[config.mk]
export PLATFORM = sky130hd
export DESIGN_NAME = fp_divider_flat
export DESIGN_NICKNAME = d
export VERILOG_FILES = /design/src/rtl/fp_divider_if.sv /design/src/rtl/fp_divider.sv /design/src/flat_wrapper.sv
export SDC_FILE = /design/constraint.sdc
export NUM_CORES = 1
export LEC_CHECK = 0
export ABC_AREA = 1
export CORE_MARGIN = 4
export CORE_UTILIZATION = 52
export CTS_CLUSTER_SIZE = 40
export DETAILED_ROUTE_END_ITERATION = 6
export GPL_TIMING_DRIVEN = 0
export HOLD_SLACK_MARGIN = 0.12
export MAX_ROUTING_LAYER = met4
export PLACE_DENSITY = 0.81
export REMOVE_ABC_BUFFERS = 1
export SYNTH_ARGS = -nofsm -noshare
export SYNTH_HDL_FRONTEND = slang
export SYNTH_SLANG_ARGS = --single-unit
[constraint.sdc]
create_clock -name clk -period 2 [get_ports clk]
set_input_delay 0.6 -clock clk [delete_from_list [all_inputs] [get_ports clk]]
set_output_delay 0.6 -clock clk [all_outputs]
set_load 0.01 [all_outputs]
[src/rtl/fp_divider_if.sv]
// Handshake and data bundle for the sequential FP divider.
interface fp_divider_if;
  logic        start;
  logic [31:0] X;
  logic [31:0] Y;
  logic        busy;
  logic        done;
  logic [31:0] result;
  logic        inf;
  logic        nan;
  logic        zero;
  logic        overflow;
  logic        underflow;

  modport master (output start, X, Y,
                  input  busy, done, result, inf, nan, zero, overflow, underflow);
  modport slave  (input  start, X, Y,
                  output busy, done, result, inf, nan, zero, overflow, underflow);
endinterface

[src/rtl/fp_divider.sv]
// IEEE-754 single-precision divider, X / Y, truncating; restoring mantissa
// divide retires one quotient bit per clock under a start/done handshake.
module fp_divider (
  input  logic           clk,
  input  logic           reset,
  fp_divider_if.slave    bus
);
  localparam int QBITS = 25;

  typedef enum logic [2:0] {IDLE, CLASSIFY, DIV, NORM, DONE} state_t;
  state_t state, state_nx;

  logic [31:0]       x_q, y_q, result_q;
  logic              inf_q, nan_q, zero_q, ovf_q, unf_q, done_q;
  logic              sgn;
  logic signed [9:0] e_q, ef;
  logic [23:0]       my_q;
  logic [QBITS-1:0]  r_q, q_q, r_diff;
  logic [4:0]        cnt_q;
  logic              special;

  // Exponent-0 operands are flushed to zero.
  logic x_nan, y_nan, x_inf, y_inf, x_zero, y_zero;
  assign x_nan  = (x_q[30:23] == 8'hFF) && (x_q[22:0] != 23'd0);
  assign y_nan  = (y_q[30:23] == 8'hFF) && (y_q[22:0] != 23'd0);
  assign x_inf  = (x_q[30:23] == 8'hFF) && (x_q[22:0] == 23'd0);
  assign y_inf  = (y_q[30:23] == 8'hFF) && (y_q[22:0] == 23'd0);
  assign x_zero = (x_q[30:23] == 8'h00);
  assign y_zero = (y_q[30:23] == 8'h00);
  assign sgn    = x_q[31] ^ y_q[31];

  assign special = x_nan | y_nan | x_inf | y_inf | x_zero | y_zero;
  assign r_diff  = r_q - {1'b0, my_q};
  assign ef      = q_q[QBITS-1] ? e_q : e_q - 10'sd1;

  always_ff @(posedge clk) begin
    if (reset) state <= IDLE;
    else       state <= state_nx;
  end

  always_comb begin
    state_nx = state;
    case (state)
      IDLE:     if (bus.start) state_nx = CLASSIFY;
      CLASSIFY: state_nx = special ? DONE : DIV;
      DIV:      if (cnt_q == 5'd0) state_nx = NORM;
      NORM:     state_nx = DONE;
      DONE:     state_nx = IDLE;
      default:  state_nx = IDLE;
    endcase
  end

  always_ff @(posedge clk) begin
    if (reset) begin
      x_q <= '0; y_q <= '0; result_q <= '0;
      inf_q <= 1'b0; nan_q <= 1'b0; zero_q <= 1'b0; ovf_q <= 1'b0; unf_q <= 1'b0;
      done_q <= 1'b0;
      e_q <= '0; my_q <= '0; r_q <= '0; q_q <= '0; cnt_q <= '0;
    end else begin
      done_q <= (state == DONE);
      case (state)
        IDLE: if (bus.start) begin
          x_q <= bus.X;
          y_q <= bus.Y;
        end
        CLASSIFY: begin
          if (special) begin
            {inf_q, nan_q, zero_q, ovf_q, unf_q} <= 5'b0;
            if (x_nan | y_nan | (x_zero & y_zero) | (x_inf & y_inf)) begin
              result_q <= 32'h7FC00000; nan_q <= 1'b1;
            end else if (x_inf | y_zero) begin
              result_q <= {sgn, 8'hFF, 23'd0}; inf_q <= 1'b1;
            end else begin
              result_q <= {sgn, 31'd0}; zero_q <= 1'b1;
            end
          end
          e_q   <= $signed({2'b00, x_q[30:23]}) - $signed({2'b00, y_q[30:23]}) + 10'sd127;
          my_q  <= {1'b1, y_q[22:0]};
          r_q   <= {2'b01, x_q[22:0]};
          q_q   <= '0;
          cnt_q <= 5'd24;
        end
        DIV: begin
          if (r_q >= {1'b0, my_q}) begin
            q_q <= {q_q[QBITS-2:0], 1'b1};
            r_q <= {r_diff[QBITS-2:0], 1'b0};
          end else begin
            q_q <= {q_q[QBITS-2:0], 1'b0};
            r_q <= {r_q[QBITS-2:0], 1'b0};
          end
          if (cnt_q != 5'd0) cnt_q <= cnt_q - 5'd1;
        end
        NORM: begin
          {inf_q, nan_q, zero_q, ovf_q, unf_q} <= 5'b0;
          if (ef >= 10'sd255) begin
            result_q <= {sgn, 8'hFF, 23'd0}; ovf_q <= 1'b1;
          end else if (ef <= 10'sd0) begin
            result_q <= {sgn, 31'd0}; unf_q <= 1'b1;
          end else begin
            result_q <= {sgn, ef[7:0], q_q[QBITS-1] ? q_q[23:1] : q_q[22:0]};
          end
        end
        default: ;
      endcase
    end
  end

  assign bus.busy      = (state != IDLE);
  assign bus.done      = done_q;
  assign bus.result    = result_q;
  assign bus.inf       = inf_q;
  assign bus.nan       = nan_q;
  assign bus.zero      = zero_q;
  assign bus.overflow  = ovf_q;
  assign bus.underflow = unf_q;
endmodule
[src/flat_wrapper.sv]
// flat-port wrapper written by rule: the top's interface ports become plain ports
module fp_divider_flat 
  (clk, reset, bus_start, bus_X, bus_Y, bus_busy, bus_done, bus_result, bus_inf, bus_nan, bus_zero, bus_overflow, bus_underflow);
  fp_divider_if bus_i ();
  input  logic clk;
  input  logic reset;
  input wire logic [$bits(bus_i.start)-1:0] bus_start;
  input wire logic [$bits(bus_i.X)-1:0] bus_X;
  input wire logic [$bits(bus_i.Y)-1:0] bus_Y;
  output wire logic [$bits(bus_i.busy)-1:0] bus_busy;
  output wire logic [$bits(bus_i.done)-1:0] bus_done;
  output wire logic [$bits(bus_i.result)-1:0] bus_result;
  output wire logic [$bits(bus_i.inf)-1:0] bus_inf;
  output wire logic [$bits(bus_i.nan)-1:0] bus_nan;
  output wire logic [$bits(bus_i.zero)-1:0] bus_zero;
  output wire logic [$bits(bus_i.overflow)-1:0] bus_overflow;
  output wire logic [$bits(bus_i.underflow)-1:0] bus_underflow;
  assign bus_i.start = bus_start;
  assign bus_i.X = bus_X;
  assign bus_i.Y = bus_Y;
  assign bus_busy = bus_i.busy;
  assign bus_done = bus_i.done;
  assign bus_result = bus_i.result;
  assign bus_inf = bus_i.inf;
  assign bus_nan = bus_i.nan;
  assign bus_zero = bus_i.zero;
  assign bus_overflow = bus_i.overflow;
  assign bus_underflow = bus_i.underflow;
  fp_divider u_core (.clk(clk), .reset(reset), .bus(bus_i));
endmodule
Word level (Yosys, flattened, before mapping) --
Cells that the tools add are included. W data, S select, Z words.
Cells by class: add/sub/neg operators 5, order comparisons 3, eq/ne operators 10, mux-type cells 35, bitwise logic cells 11, reduce and logical (&&, ||, !) cells 20
Operator list (number):
- $pmux W25 S2 | 2
- $mux W31 | 3
- $mux W32 | 2
- $pmux W32 S2 | 1
- $logic_not A23 Y1 | 2
- $reduce_bool A23 Y1 | 2
- $ge A25 B24 Y1 | 1
- $mux W25 | 1
- $sub A24 B24 Y24 | 1
- $mux W23 | 1
- $eq A8 B8 Y1 const B | 2
- $logic_not A8 Y1 | 2
- $mux W1 | 13
- $pmux W3 S4 | 1
- $add A10 B8 Y10 const B | 1
- $ge A10 B9 Y1 const B | 1
- $le A10 B1 Y1 const B | 1
- $mux W10 | 1
- $pmux W1 S2 | 5
- $pmux W5 S2 | 1
- $sub A10 B2 Y10 const B | 1
- $mux W3 | 3
- $sub A8 B8 Y9 | 1
- $or A1 B1 Y1 | 8
- other kinds (16) | 27
Storage, ports and cells: flip-flop bits (word level) 194, output and inout bits 39

Depth between registers and ports, before layout --
Gate-level depths: netlist (run 1).
depth in word-level cells 9, mapped depth 16, depth with buffers taken out 15

Least setup slack after synthesis (run 1) --
Ideal clock, no wire load.
kind flip-flop to flip-flop, from register u_core.x_q[23], to register u_core.e_q[7], data arrival time 1.959 ns, data required time 1.913 ns, setup slack -0.046 ns, cell stages (with the launch flop) 16, period minus slack after synthesis 2.046 ns, path through dfxtp_1 -> inv_1 -> ha_1 -> inv_1 -> fa_1 -> nand3_1 -> nand3_1 -> xor2_1 -> inv_1 -> nor2_1 -> nand2_1 -> nor2_1 -> nor2_1 -> nor2_1 -> nand2_1 -> o31ai_1
Between the ends: longest elaborated chain between the ends 2
Ends and longest elaborated chain:
- start: declaration | line fp_divider.sv:13 | logic [31:0] x_q, y_q, result_q;
- start signal: assignment | line fp_divider.sv:63 | x_q <= bus.X;
- $sub A8 B8 Y9 | line fp_divider.sv:77 | e_q <= $signed({2'b00, x_q[30:23]}) - $signed({2'b00, y_q[30:23]}) + 10'sd127;
- $add A10 B8 Y10 | line fp_divider.sv:77
- end signal: assignment | line fp_divider.sv:77
- end: declaration | line fp_divider.sv:16 | logic signed [9:0] e_q, ef;
No other way between the ends. A chain may end at the register's enable or synchronous reset.

Worst setup path after layout (run 1) --
Ends and elaborated chain as after synthesis.

==> reports/qor.yml, run 1 <==
status:
  status: "finished, violations left"
  violations: "DRC, setup timing"
sta:
  rsz0062_at_grt: "true"
  skew_ps: 15.0
  drv_slew: 0
  max_freq_ghz: 0.416
  period_share_pct: 120
  hold_viol_final: 0
  finalSetupTns_ps: -3250
  tightest_slew_ps: 809
  fin_ws_ps: -404
  finalSetupViolCount: 33
  slew_headroom_pct: 46.0
  finalCriticalPeriod_ps: 2400
clock_tree:
  clk_pin_slew_worst_paths_ps: 80
  cts-buffers-inserted: 17
  cts_sinks: 194
  cts_htree_levels: 4
  clkLatencyLatePin_ps: 450
  cts_hold_buf: 0
  max-clock-path-buffers: 2
  root_buffer: "clkbuf_16"
  cts_tree: "built"
route:
  ant_nets: 0
  viasPerCell: 5.78
  num_vias: 11302
  first_pass_iters: 7
  drcViolationCount: 1
  routedWlPerCell_um: 17.9
  initialDrtViolationCount: 1058
  finalWirelength_um: 35100
setup_path:
  cp.required_ps: 2360
  cp_top_family: "simple AND/OR/NAND/NOR gates"
  cp-start-kind: "flop"
  rrSetupSlack_ps: -400
  slowest_stage: "fa_2"
  r2r-end: "u_core.e_q[7]$_SDFFE_PP0P_"
  cp_max_fo: 2
  reg2reg_depth: 15
  critPathBufInv: 3
  path_cells: "inv_2, ha_4, inv_4, fa_2, inv_2, nand2_1, nor2_2, nand2_2, nor2_4, nand2_2, nor2_4, nor2_1, nor2_1, nand2_1, o31ai_1"
  endpoint_kind: "flop"
  slowest_delay_ps: 450
  reg2reg_from: "u_core.x_q[23]$_SDFFE_PP0P_"
  crit_arrival_ps: 2760
  path_class: "flop to flop"
global_route:
  grt_max_degree: 120
  grt_util_all_layers_pct: 29.3
  overflow: 0
  antenna_found_initial: 0
  grt_pass1_vias: 10275
  grt_pass1_wl_um: 51500
worst_hold_path:
  worstHoldEndpoint: "u_core.cnt_q[0]$_SDFFE_PP0P_"
  hold_path_depth: 1
  hold_class: "flop to flop"
  hold_start: "u_core.cnt_q[0]$_SDFFE_PP0P_"
floorplanning:
  die_h_um: 149
  ioPinCount: 106
  core_um2: 19500
  die-area_um2: 22200
  die_x_um: 149
  rows: 51
  initial_core_util_pct: 53.0
synthesis:
  netlist.area_leader.share_pct: 37.6
  yosysMostFrequentCell: "nand2_1"
  synth_cells: 1520
  yosysWarnings: 0
  avgSynthCellArea_um2: 6.79
  synthTopCellsByArea: "dfxtp_1 (38%), nand2_1 (13%), a21oi_1 (10%)"
  yosysUniqueCellTypes: 41
  yosysTopAreaCell: "dfxtp_1"
  synth-seq-cells: 194
  synth_common_cells: "nand2_1 (356), a21oi_1 (215), inv_1 (196)"
  synth-main-ff-cell: "dfxtp_1"
  async_reset_ff_share_pct: 0
  syn_area_um2: 10300
  synth_edf_count: 0
  ys_seq_area_share_pct: 37.6
layout:
  n_antenna_cell: 0
  layout-drive-gt1-share_pct: 24.5
  nNetsFinal: 1782
  fillers: 1419
  area_delta_synth_final_pct: 39.7
  multiInputGateArea_um2: 6650
  design_area_um2: 14400
  layout.area.seq_um2: 3940
placement:
  dpl-instance-area_um2: 11400
  gp_congestion: 0.993
  io_buffers: 105
  hpwl_um: 19300
run:
  maxCapViolations: 0
==> cell families (layout without fill, tap and decap cells) <==
| group | after synthesis | in the layout | synth area share, % |
|---|---|---|---|
| AND/OR/NAND/NOR | 596 | 606 | 25.1 |
| AO/OA/AOI/OAI | 388 | 388 | 19.4 |
| buffers and inverters | 279 | 439 | 11.0 |
| flip-flops | 194 | 194 | 37.6 |
| adder cells (fa/ha/maj) | 38 | 38 | 4.75 |
| XOR/XNOR | 25 | 25 | 2.12 |
==> through the flow <==
| stage | hold slack [ps] | instances | util, % | setup WS (ps) |
|---|---|---|---|---|
| 5_1_grt | 452 | 1955 | 74.1 | -458 |
| 4_1_cts | 428 | 1928 | 70.1 | -151 |
| 2_1_floorplan | 403 | 1443 | - | -2700 |
| 3_5_place_dp | 417 | 1818 | 58.8 | -1880 |
| 3_3_place_gp | 412 | 1813 | 58.2 | -5700 |
| 6_report | 429 | 1955 | 74.1 | -404 |
==> worst max-delay path by stage <==
stage / startpoint / endpoint / cells after the start
finish: u_core.x_q[23]$_SDFFE_PP0P_ / u_core.e_q[7]$_SDFFE_PP0P_ / 15
floorplan: u_core.state[2]$_SDFFE_PP0P_ / u_core.r_q[10]$_SDFFE_PP0P_ / 9
global placement: u_core.state[2]$_SDFFE_PP0P_ / u_core.r_q[19]$_SDFFE_PP0P_ / 9
global route: u_core.x_q[23]$_SDFFE_PP0P_ / u_core.e_q[7]$_SDFFE_PP0P_ / 15
CTS: u_core.x_q[23]$_SDFFE_PP0P_ / u_core.e_q[9]$_SDFFE_PP0P_ / 15
detailed placement: u_core.state[2]$_SDFFE_PP0P_ / u_core.r_q[19]$_SDFFE_PP0P_ / 10
==> registers in the layout (all words and copies together), names as in the netlist <==
| register | cells |
|---|---|
| u_core.q_q | 25 |
| u_core.bus.zero | 1 |
| u_core.cnt_q | 5 |
| u_core.bus.result | 32 |
| u_core.bus.nan | 1 |
| u_core.bus.overflow | 1 |
| u_core.y_q | 32 |
| u_core.e_q | 10 |
| u_core.x_q | 32 |
| u_core.state | 3 |
| u_core.bus.inf | 1 |
| u_core.bus.underflow | 1 |
| u_core.bus.done | 1 |
| u_core.my_q | 24 |
| u_core.r_q | 25 |
==> worst reg2reg max path, stage by stage, from the launching register on <==
cell and delay, ps:
dfxtp_2 330, inv_2 70, ha_4 130, inv_4 30, fa_2 450, inv_2 100, nand2_1 110, nor2_2 200
nand2_2 130, nor2_4 140, nand2_2 80, nor2_4 110, nor2_1 70, nor2_1 180, nand2_1 110, o31ai_1 80
==> layer usage <==
metal  wire, um  vias to the layer above  GRT usage (%)
met5          0                        -              -
met2      17100                      540           50.3
li1           -                     5328              -
met3       2370                      157           4.22
met4       2070                        0           13.0
met1      13500                     5277           34.3
==> final cells by class <==
type / instances / area share, %
Tap cell: 265 / 2.30
Sequential cell: 194 / 27.3
Inverter: 202 / 5.72
Timing Repair Buffer: 199 / 13.7
Clock inverter: 15 / 1.55
Multi-Input combinational cell: 1057 / 46.1
Timing Repair inverter: 6 / 0.356
Clock buffer: 17 / 2.95
==> repair_timing <==
item,CTS,global route
cloned,14,6
setup endpoints to repair,107,74
resized for setup,225,142
pin swaps,64,79
setup buffers,65,24
==> cell usage in the layout (no fill, tap or decap), types with 5 or more instances in the layout <==
cell type,count
dfxtp_2,33
clkinvlp_4,8
buf_12,9
inv_8,7
nor2_2,13
ha_1,9
buf_4,75
nor3_1,5
inv_1,167
a21oi_1,195
xnor2_1,9
clkbuf_16,19
o21ai_2,11
buf_6,6
nor2_4,18
nand3_4,8
a21oi_4,9
dfxtp_1,158
nand4_1,61
ha_4,27
a21oi_2,13
nand2_2,37
clkdlybuf4s50_1,102
o21ai_1,9
o21ai_0,133
nand3_1,44
nand2_1,304
inv_2,22
nor2_1,50
nand2_4,23
nand3_2,28
xor2_1,9
Power of run 1 is not shown: default switching activity piles up to over one toggle a cycle in this logic, so the estimate is an artifact.
==> run 2: changes to the inputs <==
--- a/config.mk
+++ b/config.mk
@@ -16,4 +16,5 @@
 export PLACE_DENSITY = 0.81
 export REMOVE_ABC_BUFFERS = 1
+export SLEW_MARGIN = 20
 export SYNTH_ARGS = -nofsm -noshare
 export SYNTH_HDL_FRONTEND = slang
==> constraint.sdc (replaced) <==
create_clock -name clk -period 2 [get_ports clk]
set_input_delay 0.4 -clock clk [delete_from_list [all_inputs] [get_ports clk]]
set_output_delay 0.4 -clock clk [all_outputs]
set_load 0.01 [all_outputs]
==> run 2 against run 1 <==
Net effect: the run still ends with DRC, setup timing left; fmax up 5.9%; first-iteration DRC count shrank 1.5%; cell area up 3.3%; routed wire length up 2.8%; final cell count up 1.9%; setup slack improved by 130 ps; sequential share of layout area decreased by 0.78 points; via count is 1.4% higher; die area is the same; hold slack got worse by 85 ps; flip-flop and latch count unchanged; critical endpoint is now u_core.r_q[20]$_SDFFE_PP0P_; largest cell class unchanged.
==> reports/qor.yml, run 2 (same netlist as run 1, synthesis figures left out) <==
route:
  drcViolationCount: 14
  first_pass_iters: 7
  finalWirelength_um: 36000
  viasPerCell: 5.75
  num_vias: 11455
  ant_nets: 0
  initialDrtViolationCount: 1042
  routedWlPerCell_um: 18.1
placement:
  hpwl_um: 19400
  dpl-instance-area_um2: 11500
  io_buffers: 105
  gp_congestion: 0.993
sta:
  skew_ps: 15.8
  finalCriticalPeriod_ps: 2270
  tightest_slew_ps: 667
  drv_slew: 0
  finalSetupTns_ps: -5170
  slew_headroom_pct: 55.5
  hold_viol_final: 0
  finalSetupViolCount: 30
  rsz0062_at_grt: "true"
  period_share_pct: 114
  fin_ws_ps: -270
  max_freq_ghz: 0.440
layout:
  nNetsFinal: 1820
  design_area_um2: 14900
  layout-drive-gt1-share_pct: 27.5
  area_delta_synth_final_pct: 44.3
  final_common_cell: "nand2_1"
  final_cell_mix: "nand2_1 (301), a21oi_1 (191), inv_1 (158), dfxtp_1 (151), o21ai_0 (135)"
  n_antenna_cell: 0
global_route:
  grt_pass1_vias: 10383
  grt_pass1_wl_um: 51500
  antenna_found_initial: 0
  grt_max_degree: 69
  overflow: 0
  grt_util_all_layers_pct: 29.4
clock_tree:
  max-clock-path-buffers: 2
  cts_sinks: 194
  cts_hold_buf: 0
  cts-buffers-inserted: 17
  cts_tree: "built"
  clkLatencyLatePin_ps: 460
  cts_htree_levels: 4
  clk_pin_slew_worst_paths_ps: 80
  root_buffer: "clkbuf_16"
floorplanning:
  initial_core_util_pct: 53.0
  core_um2: 19500
  die-area_um2: 22200
  ioPinCount: 106
  rows: 51
  die_x_um: 149
  die_h_um: 149
setup_path:
  cp_top_family: "buffers and inverters"
  path_cells: "inv_2, ha_4, a21oi_4, o21ai_4, inv_1, nand2_2, a21oi_4, buf_12, nand3_4, buf_4, buf_6, nand3_4, nand3_2, a21oi_2"
  slowest_stage: "dfxtp_2"
  slowest_delay_ps: 340
  cp_max_fo: 7
  cp.required_ps: 2390
  path_class: "flop to flop"
  endpoint_kind: "flop"
  cp-start-kind: "flop"
  critPathBufInv: 5
  cp-startpoint: "u_core.my_q[14]$_SDFFE_PP0P_"
  reg2reg_from: "u_core.my_q[14]$_SDFFE_PP0P_"
  crit_arrival_ps: 2660
status:
  status: "finished, violations left"
  violations: "DRC, setup timing"
run:
  maxCapViolations: 0
worst_hold_path:
  hold_class: "input pin to flop"
  hold_start: "reset"
## run 2: cell types whose count changed in the layout (fill, tap and decap cells not counted), moves of 4 or more
cell	before	now
buf_4	75	98
dfxtp_1	158	151
a21oi_1	195	191
nand2_4	23	27
nand2_2	37	33
dfxtp_2	33	38
inv_2	22	28
buf_6	6	22
inv_1	167	158
## run 2: metal layers
layer / part of all wire, % / vias up / GRT usage [%]
met5: 0 / - / -
met4: 5.1 / 0 / 14.4
met3: 7.6 / 152 / 4.80
met2: 49 / 583 / 49.9
met1: 39 / 5319 / 34.0
li1: - / 5401 / -
## run 2: timing repair
action / in CTS / in global routing
pin swaps: 56 / 77
setup buffers: 72 / 54
endpoints found under the setup margin: 99 / 110
cloned: 14 / 5
gates resized for setup: 253 / 164
## run 2: through the flow
step | hold slack [ps] | instances | util (%) | setup WS, ps
after floorplan | 403 | 1443 | - | -2700
after global placement | 412 | 1813 | 58.2 | -5700
after detailed placement | 422 | 1819 | 59.0 | -1670
after CTS | 334 | 1937 | 71.1 | -134
after global routing | 360 | 1993 | 76.5 | -330
final | 344 | 1993 | 76.5 | -270
## run 2: worst reg2reg max path, stage by stage, from the launching register on
cell,delay [ps]
dfxtp_2,340
inv_2,50
ha_4,270
a21oi_4,200
o21ai_4,100
inv_1,90
nand2_2,80
a21oi_4,150
buf_12,140
nand3_4,200
buf_4,210
buf_6,120
nand3_4,50
nand3_2,80
a21oi_2,130
## run 2: path summary, 6_finish.rpt
path,slack (ps),cells after the start,end
setup / recovery,-270,14,u_core.r_q[20]$_SDFFE_PP0P_
hold / removal,340,2,u_core.bus.nan$_SDFFE_PP0P_
setup reg to reg,-270,14,u_core.r_q[20]$_SDFFE_PP0P_
hold reg to reg,430,1,u_core.cnt_q[0]$_SDFFE_PP0P_
## run 2: cell type report
cell class,count,area (um^2)
repair buffers,238,2360
flip-flops and latches,194,3950
inverters,202,830
multi-input cells,1056,6770
fillers,1322,4570
clock inverters,15,171
well taps,265,332
repair inverters,6,53.8
clock buffers,17,425
Power of run 2 is left out for the same reason.
==> run 3: changes to the inputs <==
- clock period: 2 -> 1.8 ns (I/O delays scaled with it)
==> run 3 against run 2 <==
Net effect: the flow still finishes with violations (DRC, setup timing); cell area is 3.0% higher; critical path depth unchanged; die area unchanged; routed wire length is 9.6% higher; critical path type unchanged; largest cell class unchanged; highest routed layer unchanged.
==> reports/qor.yml, run 3 (same netlist as run 1, synthesis figures left out) <==
setup_path:
  critPathBufInv: 2
  slowest_stage: "fa_2"
  cp-start-kind: "flop"
  slowest_delay_ps: 430
  path_cells: "inv_2, ha_4, inv_4, fa_2, xor2_2, nor2_1, nand2_2, nor2_4, nand2_2, nor2_2, nor2_1, nor2_1, nand2_1, o31ai_1"
  cp_top_family: "simple AND/OR/NAND/NOR gates"
  cp_max_fo: 3
  cp.required_ps: 2180
  path_class: "flop to flop"
  endpoint_kind: "flop"
  crit_top_cell: "nor2_1"
  crit_arrival_ps: 2740
sta:
  max_freq_ghz: 0.423
  rsz0062_at_grt: "true"
  finalSetupViolCount: 69
  finalCriticalPeriod_ps: 2360
  fin_ws_ps: -564
  period_share_pct: 131
  tightest_slew_ps: 667
  drv_slew: 0
  hold_viol_final: 0
  skew_ps: 15.7
  slew_headroom_pct: 55.5
placement:
  io_buffers: 105
  dpl-instance-area_um2: 11500
  pre_cts_ws_ps: -1870
  dp_cells: 1819
  gp_congestion: 0.993
  hpwl_um: 19400
global_route:
  overflow: 0
  antenna_found_initial: 1
  grt_pass1_wl_um: 55800
  grt_util_all_layers_pct: 32.1
  grt_max_degree: 69
  grt_pass1_vias: 11070
route:
  finalWirelength_um: 39500
  ant_nets: 0
  initialDrtViolationCount: 1190
  viasPerCell: 5.97
  first_pass_iters: 7
  num_vias: 12004
  routedWlPerCell_um: 19.7
  drcViolationCount: 2
clock_tree:
  cts_tree: "built"
  cts_htree_levels: 4
  clkLatencyLatePin_ps: 460
  clk_pin_slew_worst_paths_ps: 80
  max-clock-path-buffers: 2
  root_buffer: "clkbuf_16"
  cts_hold_buf: 0
  cts-buffers-inserted: 17
  cts_sinks: 194
status:
  status: "finished, violations left"
  violations: "DRC, setup timing"
layout:
  design_area_um2: 15300
  layout-drive-gt1-share_pct: 31.1
  final_common_cell: "nand2_1"
  nNetsFinal: 1836
  final_cells: 2010
  fillers: 1225
  layout.area.seq_um2: 3950
  multiInputGateArea_um2: 7000
  final_cell_mix: "nand2_1 (279), a21oi_1 (185), dfxtp_1 (154), inv_1 (148), o21ai_0 (132)"
  area_delta_synth_final_pct: 48.7
floorplanning:
  initial_core_util_pct: 53.0
  ioPinCount: 106
  rows: 51
  die_x_um: 149
  core_um2: 19500
  die-area_um2: 22200
  die_h_um: 149
worst_hold_path:
  hold_class: "input pin to flop"
run:
  maxCapViolations: 0
-- run 3: changes by cell type in the layout (fill, tap and decap cells not counted), moves of 4 or more --
cell,previous run,this run
inv_1,158,148
nand2_2,33,52
nor2_1,48,44
a21oi_1,191,185
inv_2,28,39
dfxtp_2,38,34
nand3_1,41,37
nand2_1,301,279
o21ai_1,9,14
a21oi_2,16,24
buf_12,8,14
-- run 3: worst reg2reg max path, stage by stage, from the launching register on --
cell     delay (ps)
dfxtp_2         330
inv_2            80
ha_4            140
inv_4            40
fa_2            430
xor2_2          170
nor2_1          190
nand2_2         120
nor2_4          130
nand2_2          60
nor2_2          100
nor2_1           60
nor2_1          210
nand2_1         150
o31ai_1          80
-- run 3: layout make-up --
type                    instances  share of cell area (%)
clock buffers                  17                    2.77
flip-flops and latches        194                    25.7
repair buffers                250                    16.5
well taps                     265                    2.16
multi-input cells            1058                    45.7
inverters                     202                    5.49
diodes                          1                  0.0163
clock inverters                15                    1.12
repair inverters                8                   0.481
-- run 3: through the flow --
step / utilization (%) / setup TNS (ps) / hold slack (ps)
6_report: 78.8 / -20040 / 324
5_1_grt: 78.8 / -24380 / 334
4_1_cts: 74.3 / -10840 / 297
3_5_place_dp: 59.0 / -129510 / 422
3_3_place_gp: 58.2 / -857910 / 412
2_1_floorplan: - / -343530 / 403
-- run 3: per-layer routing --
metal	vias to the layer above	track usage, %	share of wire (%)
li1	5444	-	-
met2	726	55.3	49
met5	-	-	0
met4	0	17.9	7.5
met3	255	5.80	7.7
met1	5579	35.2	36
-- run 3: final timing paths --
kind	endpoint	from	slack, ps	depth (start not counted)
worst max-delay path	u_core.e_q[7]$_SDFFE_PP0P_	u_core.x_q[23]$_SDFFE_PP0P_	-560	14
worst min-delay path	u_core.bus.result[17]$_SDFFE_PP0P_	reset	320	2
worst max register to register	u_core.e_q[7]$_SDFFE_PP0P_	u_core.x_q[23]$_SDFFE_PP0P_	-560	14
worst min register to register	u_core.cnt_q[0]$_SDFFE_PP0P_	u_core.cnt_q[0]$_SDFFE_PP0P_	440	1
-- run 3: timing repair --
item | CTS | global route
pin swaps | 88 | 99
setup buffers | 100 | 39
endpoints found under the setup margin | 136 | 105
cloned | 19 | 5
endpoints found under the hold margin | 0 | 0
resized for setup | 337 | 151
Power of run 3 is left out for the same reason.
